**config.mk**
```make
export PLATFORM = sky130hd
export DESIGN_NAME = counter
export DESIGN_NICKNAME = d
export VERILOG_FILES = /design/src/rtl/counter.sv
export SDC_FILE = /design/constraint.sdc
export NUM_CORES = 1
export LEC_CHECK = 0
export CELL_PAD_IN_SITES_DETAIL_PLACEMENT = 0
export CELL_PAD_IN_SITES_GLOBAL_PLACEMENT = 1
export CORE_AREA = 2 2 39 41
export CTS_CLUSTER_DIAMETER = 150
export DETAILED_ROUTE_END_ITERATION = 12
export DIE_AREA = 0 0 41 43
export GPL_ROUTABILITY_DRIVEN = 0
export HOLD_SLACK_MARGIN = 0.15
export PLACE_DENSITY_LB_ADDON = 0.1
export SYNTH_ARGS = -nofsm -noshare
export SYNTH_HDL_FRONTEND = slang
export SYNTH_SLANG_ARGS = --single-unit
export TNS_END_PERCENT = 100
```
**constraint.sdc**
```tcl
create_clock -name clk -period 1.3 [get_ports clk]
set_input_delay 0.39 -clock clk [delete_from_list [all_inputs] [get_ports clk]]
set_output_delay 0.39 -clock clk [all_outputs]
set_load 0.02 [all_outputs]
```
**src/rtl/counter.sv**
```systemverilog
// Free-running unsigned up-counter adding STEP per clock, synchronous active-high reset.
// Define COUNTER_SATURATE_EN to make the count stick at all-ones instead of wrapping.
module counter #(
    parameter int unsigned WIDTH       = 8,
    parameter int unsigned RESET_VALUE = 0,
    parameter int unsigned STEP        = 1
) (
    input  logic             clk,
    input  logic             reset,
    output logic [WIDTH-1:0] out
);

    localparam logic [WIDTH-1:0] RST_W  = WIDTH'(RESET_VALUE);
    localparam logic [WIDTH-1:0] STEP_W = WIDTH'(STEP);

    // Initialiser gives the reset value at power-up, before any reset edge.
    logic [WIDTH-1:0] count = RST_W;
    logic [WIDTH-1:0] count_next;

`ifdef COUNTER_SATURATE_EN
    logic [WIDTH:0] sum;

    // The extra MSB is the carry; once set, the count pins at all-ones.
    always_comb begin
        sum        = {1'b0, count} + {1'b0, STEP_W};
        count_next = sum[WIDTH] ? {WIDTH{1'b1}} : sum[WIDTH-1:0];
    end
`else
    always_comb begin
        count_next = count + STEP_W;
    end
`endif

    always_ff @(posedge clk) begin
        if (reset) begin
            count <= RST_W;
        end else begin
            count <= count_next;
        end
    end

    assign out = count;

endmodule

```
# Word-level counts from Yosys, hierarchy flattened
# Index checks and enable logic that the tools add are counted.
[word_totals]
regBits = 8
in_bits = 2
[op_classes]
addsub = 1
[op_table]
columns = ["cell", "n"]
rows = [
  ["8-bit by 1-bit adder with 8-bit output (second input constant)", 1],
]

# Logic depth before layout (Yosys ltp)
# Gate-level depths: netlist (run 1).
[depth]
depth_word = 1
ltp_mapped = 4
depth_no_buf = 4

# Least setup slack after synthesis (run 1)
# OpenSTA, ideal clock, no wires.
[synth_path]
path_kind = "register to register"
startpoint = "register count[0] (netlist: out[0])"
endpoint = "register count[6] (netlist: out[6])"
period_less_slack_ns = 1.356
required_time_ns = 1.230
t_arrival_ns = 1.286
stages_incl_launch_ff = 5
slack_ns = -0.056
path_buffers = 0
path_cell_list = "dfxtp_1 > ha_1 > nand3_1 > or3_1 > a21oi_1"
[synth_via]
elab_chain_cells = 1
[synth_lines]
columns = ["element", "line_no", "source"]
rows = [
  ["from (decl)", "17", "logic [WIDTH-1:0] count = RST_W;"],
  ["from (signal assigned)", "38", "count <= count_next;"],
  ["8-bit by 1-bit adder with 8-bit output", "30", "count_next = count + STEP_W;"],
]
# Every way passes these cells.
# A chain may end at the register's enable or synchronous reset.

# Worst setup path after layout (run 1)
[layout_path]
startpoint = "register count[3] (netlist: out[3])"
endpoint = "output port out[3]"
[layout_rtl]
columns = ["element", "line_no", "source"]
rows = [
  ["to (decl)", "10", "output logic [WIDTH-1:0] out"],
]
# No word-level cell between the ends.

==> results of run 1 <==
[metrics by stage]
step	hold slack [ps]	setup TNS, ps	utilization
floorplan	477.6	0	-
global placement	499.7	-11.97	0.3526
detailed placement	506.3	-22.10	0.3526
CTS	512.2	0	0.3671
global route	557.1	-18.14	0.3644
finish	529.2	0	0.3644
[path summary, 6_finish.rpt]
kind | startpoint | endpoint | slack, ps | cells after the start
worst max register to register | out[0]$_SDFF_PP0_ | out[7]$_SDFF_PP0_ | 100 | 4
worst min register to register | out[0]$_SDFF_PP0_ | out[0]$_SDFF_PP0_ | 530 | 2
worst max-delay path | out[3]$_SDFF_PP0_ | out[3] | 50 | 1
worst min-delay path | out[0]$_SDFF_PP0_ | out[0]$_SDFF_PP0_ | 530 | 2
[cells by family (layout without fill, tap and decap cells)]
logic type / count (synthesis) / in the layout
AOI/OAI and AO/OA: 6 / 6
xor gates and xnor gates: 3 / 3
adders and majority gates: 1 / 1
buffers and inverters: 2 / 23
DFF: 8 / 8
and+or+nand+nor: 13 / 13
[power groups by stage]
stage               clock [mW]  sequential [mW]  combinational (mW)
floorplan                    0            0.277              0.0136
global placement             0            0.263              0.0621
detailed placement           0            0.264              0.0623
CTS                      0.190            0.259              0.0582
global route             0.214            0.259              0.0686
finish                   0.184            0.259              0.0621
[cells in the mapped netlist]
cell      count
ha_1          1
nand3_1       2
nand2_1       1
inv_1         1
dfxtp_1       8
o21ai_0       3
xnor2_1       2
nor2_1        4
xor2_1        1
clkbuf_1      1
a21oi_1       3
nor2b_1       1
and3_2        1
nand4_1       1
or3_1         3
[per-layer routing]
| metal | vias to the layer above | wire (um) | global-route usage |
|---|---|---|---|
| met3 | 0 | 66 | 0.06806 |
| met1 | 131 | 308 | 0.1234 |
| li1 | 156 | - | - |
| met4 | 0 | 0 | 0.06000 |
| met5 | - | 0 | 0 |
| met2 | 9 | 347 | 0.1500 |
[final cells by class]
type                            count  share of cell area
Clock buffer                        3             0.04466
Sequential cell                     8              0.3275
Timing Repair Buffer               19              0.2680
Inverter                            1            0.007444
Tap cell                           16             0.03970
Multi-Input combinational cell     23              0.3127
[repair_timing]
action	CTS	global route
setup endpoints to repair	8	10
gates resized for setup	14	15
hold buffers	0	0
pin swaps	0	3
==> key figures, run 1 <==
Synth
  – Synthesized Nets: 36
  – Synth Warn #: 0
  – Synth area leader: dfxtp_1
  – Compound-Gate Fraction of Synth Area: 0.09877
  – Post-synthesis xor/xnor area fraction: 0.08642
  – Mux contribution to synthesized area: 0
  – Cells after Synth: 33
  – Dominant cells by area after synthesis: dfxtp_1, or3_1, xnor2_1, a21oi_1, o21ai_0
  – Post-synthesis sequential area ratio: 0.5267
  – Fraction of the mapped netlist area in simple logic gates: 0.2222
  – Largest family of logic cells by synthesized area: simple AND/OR/NAND/NOR gates
  – Syn_area_per_cell: 9.213 sq um
  – Post-synth cell types: 15
  – Synth Register Bits: 8
  – Syn Std Cell Area: 304.0 sq um
  – Top-area cell type share of the netlist area: 0.5267
  – Synth Area in Adders: 0.04115

GRT
  – First-pass GRT wire length: 1248 um
  – Pin count of the biggest net entering global routing: 9
  – Antenna violations before repair: 0
  – Total track usage: 0.1088
  – Vias in the first global route: 284
  – Total gr overflow: 0

Drt
  – Wire per inst: 10.31 um
  – Vias: 296
  – DRC: 0
  – Initial drt markers: 0
  – DRT antenna net count: 0
  – Via density: 4.229
  – Overall routed net length: 722 um
  – Drt pass-1 iters: 1

Layout
  – Design area: 504.2 sq um
  – Layout Area Growth over Synthesis: 65.84%
  – Nets: 59
  – Non-filler instance count after layout: 70
  – Footprint of the multi-input gates: 157.7 sq um
  – N_diodes: 0
  – Most common cell after layout, fill and taps aside: buf_4
  – Layout cell share with drive strength beyond 1: 0.5000
  – Number of flip-flops in the largest register: 8
  – Commonest non-fill, non-tap cells in the layout: buf_4, clkbuf_2, nor2_1, dfxtp_2, dfxtp_1
  – Sequential Area: 165.2 sq um
  – # fillers: 147

STA
  – RSZ-0062 raised after global routing: yes
  – Slew headroom: 0.7780
  – Final hold violations: 0
  – Crit path time final: 1255 ps
  – Fmax: 797.0 MHz
  – Slew Viols, Final: 0
  – Worst-Margin Slew: 332.0 ps
  – Tcrit/Tclk final: 0.9652
  – Setup ws final: 45.22 ps
  – Clk_skew: 4.462 ps
  – Setup violations, final: 0

Power and ir drop
  – Clk pwr share: 0.364
  – PnR Total Power: 0.5049 mW
  – Logic pwr share: 0.123
  – Leakage: 0.2093 nW
  – Sw power: 0.1149 mW
  – IR Drop Worst-Case VDD: 0.4017 mV
  – Int Power: 0.3900 mW
  – Pwr per Cell Area: 1001 mW/mm^2
  – Share of total power in sequential cells: 0.513
  – Switching part of the total power: 0.2276

Outcome
  – Status: complete, no violations

Die
  – IO Pins: 10
  – # rows: 14
  – Die height: 43 um
  – Die X: 41 um
  – Die ar.: 0.001763 sq mm
  – Core outline area: 0.001384 sq mm
  – Initial core utilization: 0.2197

Clock tree
  – CTS tree: yes
  – Reg clk slew, reported paths: 50 ps
  – CTS Buf Count: 3
  – Maximum clock path buffer count: 2
  – H-tree Lvls: 1
  – Post-CTS Setup Repair Bufs: 0
  – Clk sink count: 8
  – Clk_lat worst skew: 250 ps
  – Root Driver: clkbuf_4

Placement
  – I/O Buffers: 9
  – Inst Count DP: 67
  – Half-perimeter wire length after placement: 567.8 um
  – Dpl cell area: 488.0 sq um
  – Pre-CTS setup slack: -7.478 ps

Critical path
  – Crit-path max FO: 2
  – CP cell instances: clkdlybuf4s15_1
  – CP max stage delay: 320 ps
  – Critical Setup Path Class: reg2out
  – Req. time, crit path: 910 ps
  – Startpoint Class: flip-flop
  – WP buf/inv: 1
  – CP max-delay cell: dfxtp_2
  – Crit path max-delay family: flip-flops
  – CP Data Arrival Time: 860 ps
  – Crit end category: primary output

Run
  – Max cap viols: 0

Min path
  – Class of the worst hold path: reg2reg
(Power assumes the default switching activity.)
==> run 2, diff against run 1 <==
Settings changed: ABC_AREA set to 1.
==> run 2 against run 1 <==
Via count up 20%. Sequential power about the same. Synthesized cell count up 39%. Clock power up 5%. Die area unchanged. Sequential cell count unchanged. Core utilization up 0.45 points. First-iteration DRC count up 1. Sequential share of layout area down 1.4 points. Critical path type unchanged.
==> key figures, run 2 <==
STA
  – Setup violations, final: 0
  – Worst-Margin Slew: 179.3 ps
  – Final hold violations: 0
  – Slew Viols, Final: 0
  – Fmax: 873.0 MHz
  – Slew headroom: 0.8792
  – Clk_skew: 1.193 ps
  – Crit path time final: 1145 ps
  – RSZ-0062 raised after global routing: no
  – Tcrit/Tclk final: 0.8811

Drt
  – DRC: 0
  – Drt pass-1 iters: 2
  – Initial drt markers: 1
  – Overall routed net length: 754 um
  – DRT antenna net count: 0
  – Wire per inst: 8.976 um
  – Via density: 4.238
  – Vias: 356

Layout
  – Layout Area Growth over Synthesis: 48.91%
  – Utilization after layout: 0.3689
  – N_diodes: 0
  – Commonest non-fill, non-tap cells in the layout: nand2_1, buf_4, nor2_1, dfxtp_1, clkbuf_2
  – Nets: 73
  – Layout cell share with drive strength beyond 1: 0.3824
  – Number of flip-flops in the largest register: 8

Run
  – Max cap viols: 0

Synth
  – Number of synthesized flops with an enable pin: 0
  – Most used DFF post-synth: dfxtp_1
  – Syn_area_per_cell: 7.453 sq um
  – Synth area leader: dfxtp_1
  – Synth Warn #: 0
  – Dominant cells by area after synthesis: dfxtp_1, nand2_1, nor2_1, inv_1, nor2_2
  – Post-synth cell types: 13
  – Top-area cell type share of the netlist area: 0.4672
  – Synth Register Bits: 8
  – Most common cell in the synthesized netlist: nand2_1
  – Top post-synthesis cells by count: nand2_1, dfxtp_1, nor2_1
  – Synthesized Nets: 49
  – Cells after Synth: 46
  – Post-synthesis sequential area ratio: 0.4672
  – Asr flop ratio synth: 0
  – Syn Std Cell Area: 342.8 sq um

Critical path
  – CP max stage delay: 330 ps
  – Crit-path max FO: 2
  – CP Data Arrival Time: 760 ps
  – R2R setup slack: 180 ps
  – CP cell instances: clkbuf_2
  – CP max-delay cell: dfxtp_1
  – Startpoint Class: flip-flop
  – Critical Setup Path Class: reg2out
  – Crit end category: primary output
  – WP buf/inv: 1
  – Req. time, crit path: 910 ps
  – Crit path max-delay family: flip-flops

Min path
  – Class of the worst hold path: reg2reg

Power and ir drop
  – Pwr per Cell Area: 998.5 mW/mm^2
  – IR Drop Worst-Case VDD: 0.5715 mV
  – PnR Total Power: 0.5097 mW
  – Leakage: 0.2373 nW

Die
  – Die height: 43 um
  – IO Pins: 10
  – # rows: 14
  – Die X: 41 um
  – Initial core utilization: 0.2477
  – Die ar.: 0.001763 sq mm
  – Core outline area: 0.001384 sq mm

GRT
  – Met3 usage: 0.03141
  – Total gr overflow: 0
  – Met2 usage: 0.1688
  – GR met1 Demand/Resource: 0.1107
  – Antenna violations before repair: 0
  – Pin count of the biggest net entering global routing: 6
  – First-pass GRT wire length: 1248 um
  – Total track usage: 0.1129
  – Vias in the first global route: 341
  – GRT Max-Usage Layer: met2

Clock tree
  – Clk_lat worst skew: 260 ps
  – Root Driver: clkbuf_4
  – CTS Buf Count: 3
  – Maximum clock path buffer count: 2
  – Hold-fix buffer count after cts: 0
  – Reg clk slew, reported paths: 50 ps
  – Post-CTS Setup Repair Bufs: 0
  – Clk sink count: 8
  – CTS tree: yes
  – H-tree Lvls: 1

Placement
  – Half-perimeter wire length after placement: 613.8 um
  – I/O Buffers: 9

Outcome
  – Status: complete, no violations
## run 2: cell types whose count changed in the layout (fill, tap and decap cells not counted), sizes merged, moves of 3 or more
cell,before,now
nand2,1,11
inv,1,5
nor2,4,12
or3,3,0
## run 2: worst paths after layout
check                                  startpoint                 to  depth (start not counted)
worst max-delay path            out[0]$_SDFF_PP0_             out[0]                          1
worst min-delay path            out[0]$_SDFF_PP0_  out[0]$_SDFF_PP0_                          2
worst max register to register  out[0]$_SDFF_PP0_  out[6]$_SDFF_PP0_                          7
worst min register to register  out[0]$_SDFF_PP0_  out[0]$_SDFF_PP0_                          2
## run 2: kinds of logic after synthesis
| logic type | synth area share |
|---|---|
| buffers and inverters | 0.05475 |
| adder cells (fa/ha/maj) | 0.03649 |
| AND/OR/NAND/NOR | 0.3832 |
| AO/OA/AOI/OAI | 0.05837 |
| flip-flops | 0.4671 |
## run 2: where the power goes
part,leakage [nW],switching (mW),internal (mW),total (mW)
clock,0.0138,0.0872,0.106,0.193
sequential,0.0651,0.00359,0.253,0.257
combinational,0.158,0.0324,0.0275,0.0599
## run 2: cell type report
class | instances | area, sq um
Clock buffer | 3 | 22.52
Inverter | 5 | 18.77
Tap cell | 16 | 20.02
Fill cell | 155 | 873.3
Multi-Input combinational cell | 33 | 163.9
Timing Repair Buffer | 19 | 125.1
Sequential cell | 8 | 160.2
## run 2: layer usage
metal / vias up / part of all wire
met4: 0 / 0.036
met5: - / 0
met3: 4 / 0.049
li1: 189 / -
met2: 8 / 0.50
met1: 155 / 0.41
## run 2: timing repair
action	in CTS	in global routing
endpoints found under the hold margin	0	0
setup endpoints to repair	8	8
gates resized for setup	16	8
## run 2: per-stage QoR
step	area (sq um)	setup TNS, ps	setup WS [ps]	cells	hold slack, ps
after detailed placement	528.0	-16.39	-12.89	81	524.6
final	510.5	0	154.6	84	530.6
after global routing	510.5	0	89.58	84	574.0
after floorplan	342.8	0	156.3	46	456.7
after CTS	550.5	0	0.1883	84	534.4
after global placement	528.0	-0.2019	-0.2019	81	510.1
==> run 3, diff against run 2 <==
Settings changed: MAX_ROUTING_LAYER set to met4.
==> results of run 3 <==
Same layout as run 2: the final DEF is identical, and so are final timing and power.
Among the figures that moved: overall routing resource usage 0.1129 -> 0.1157
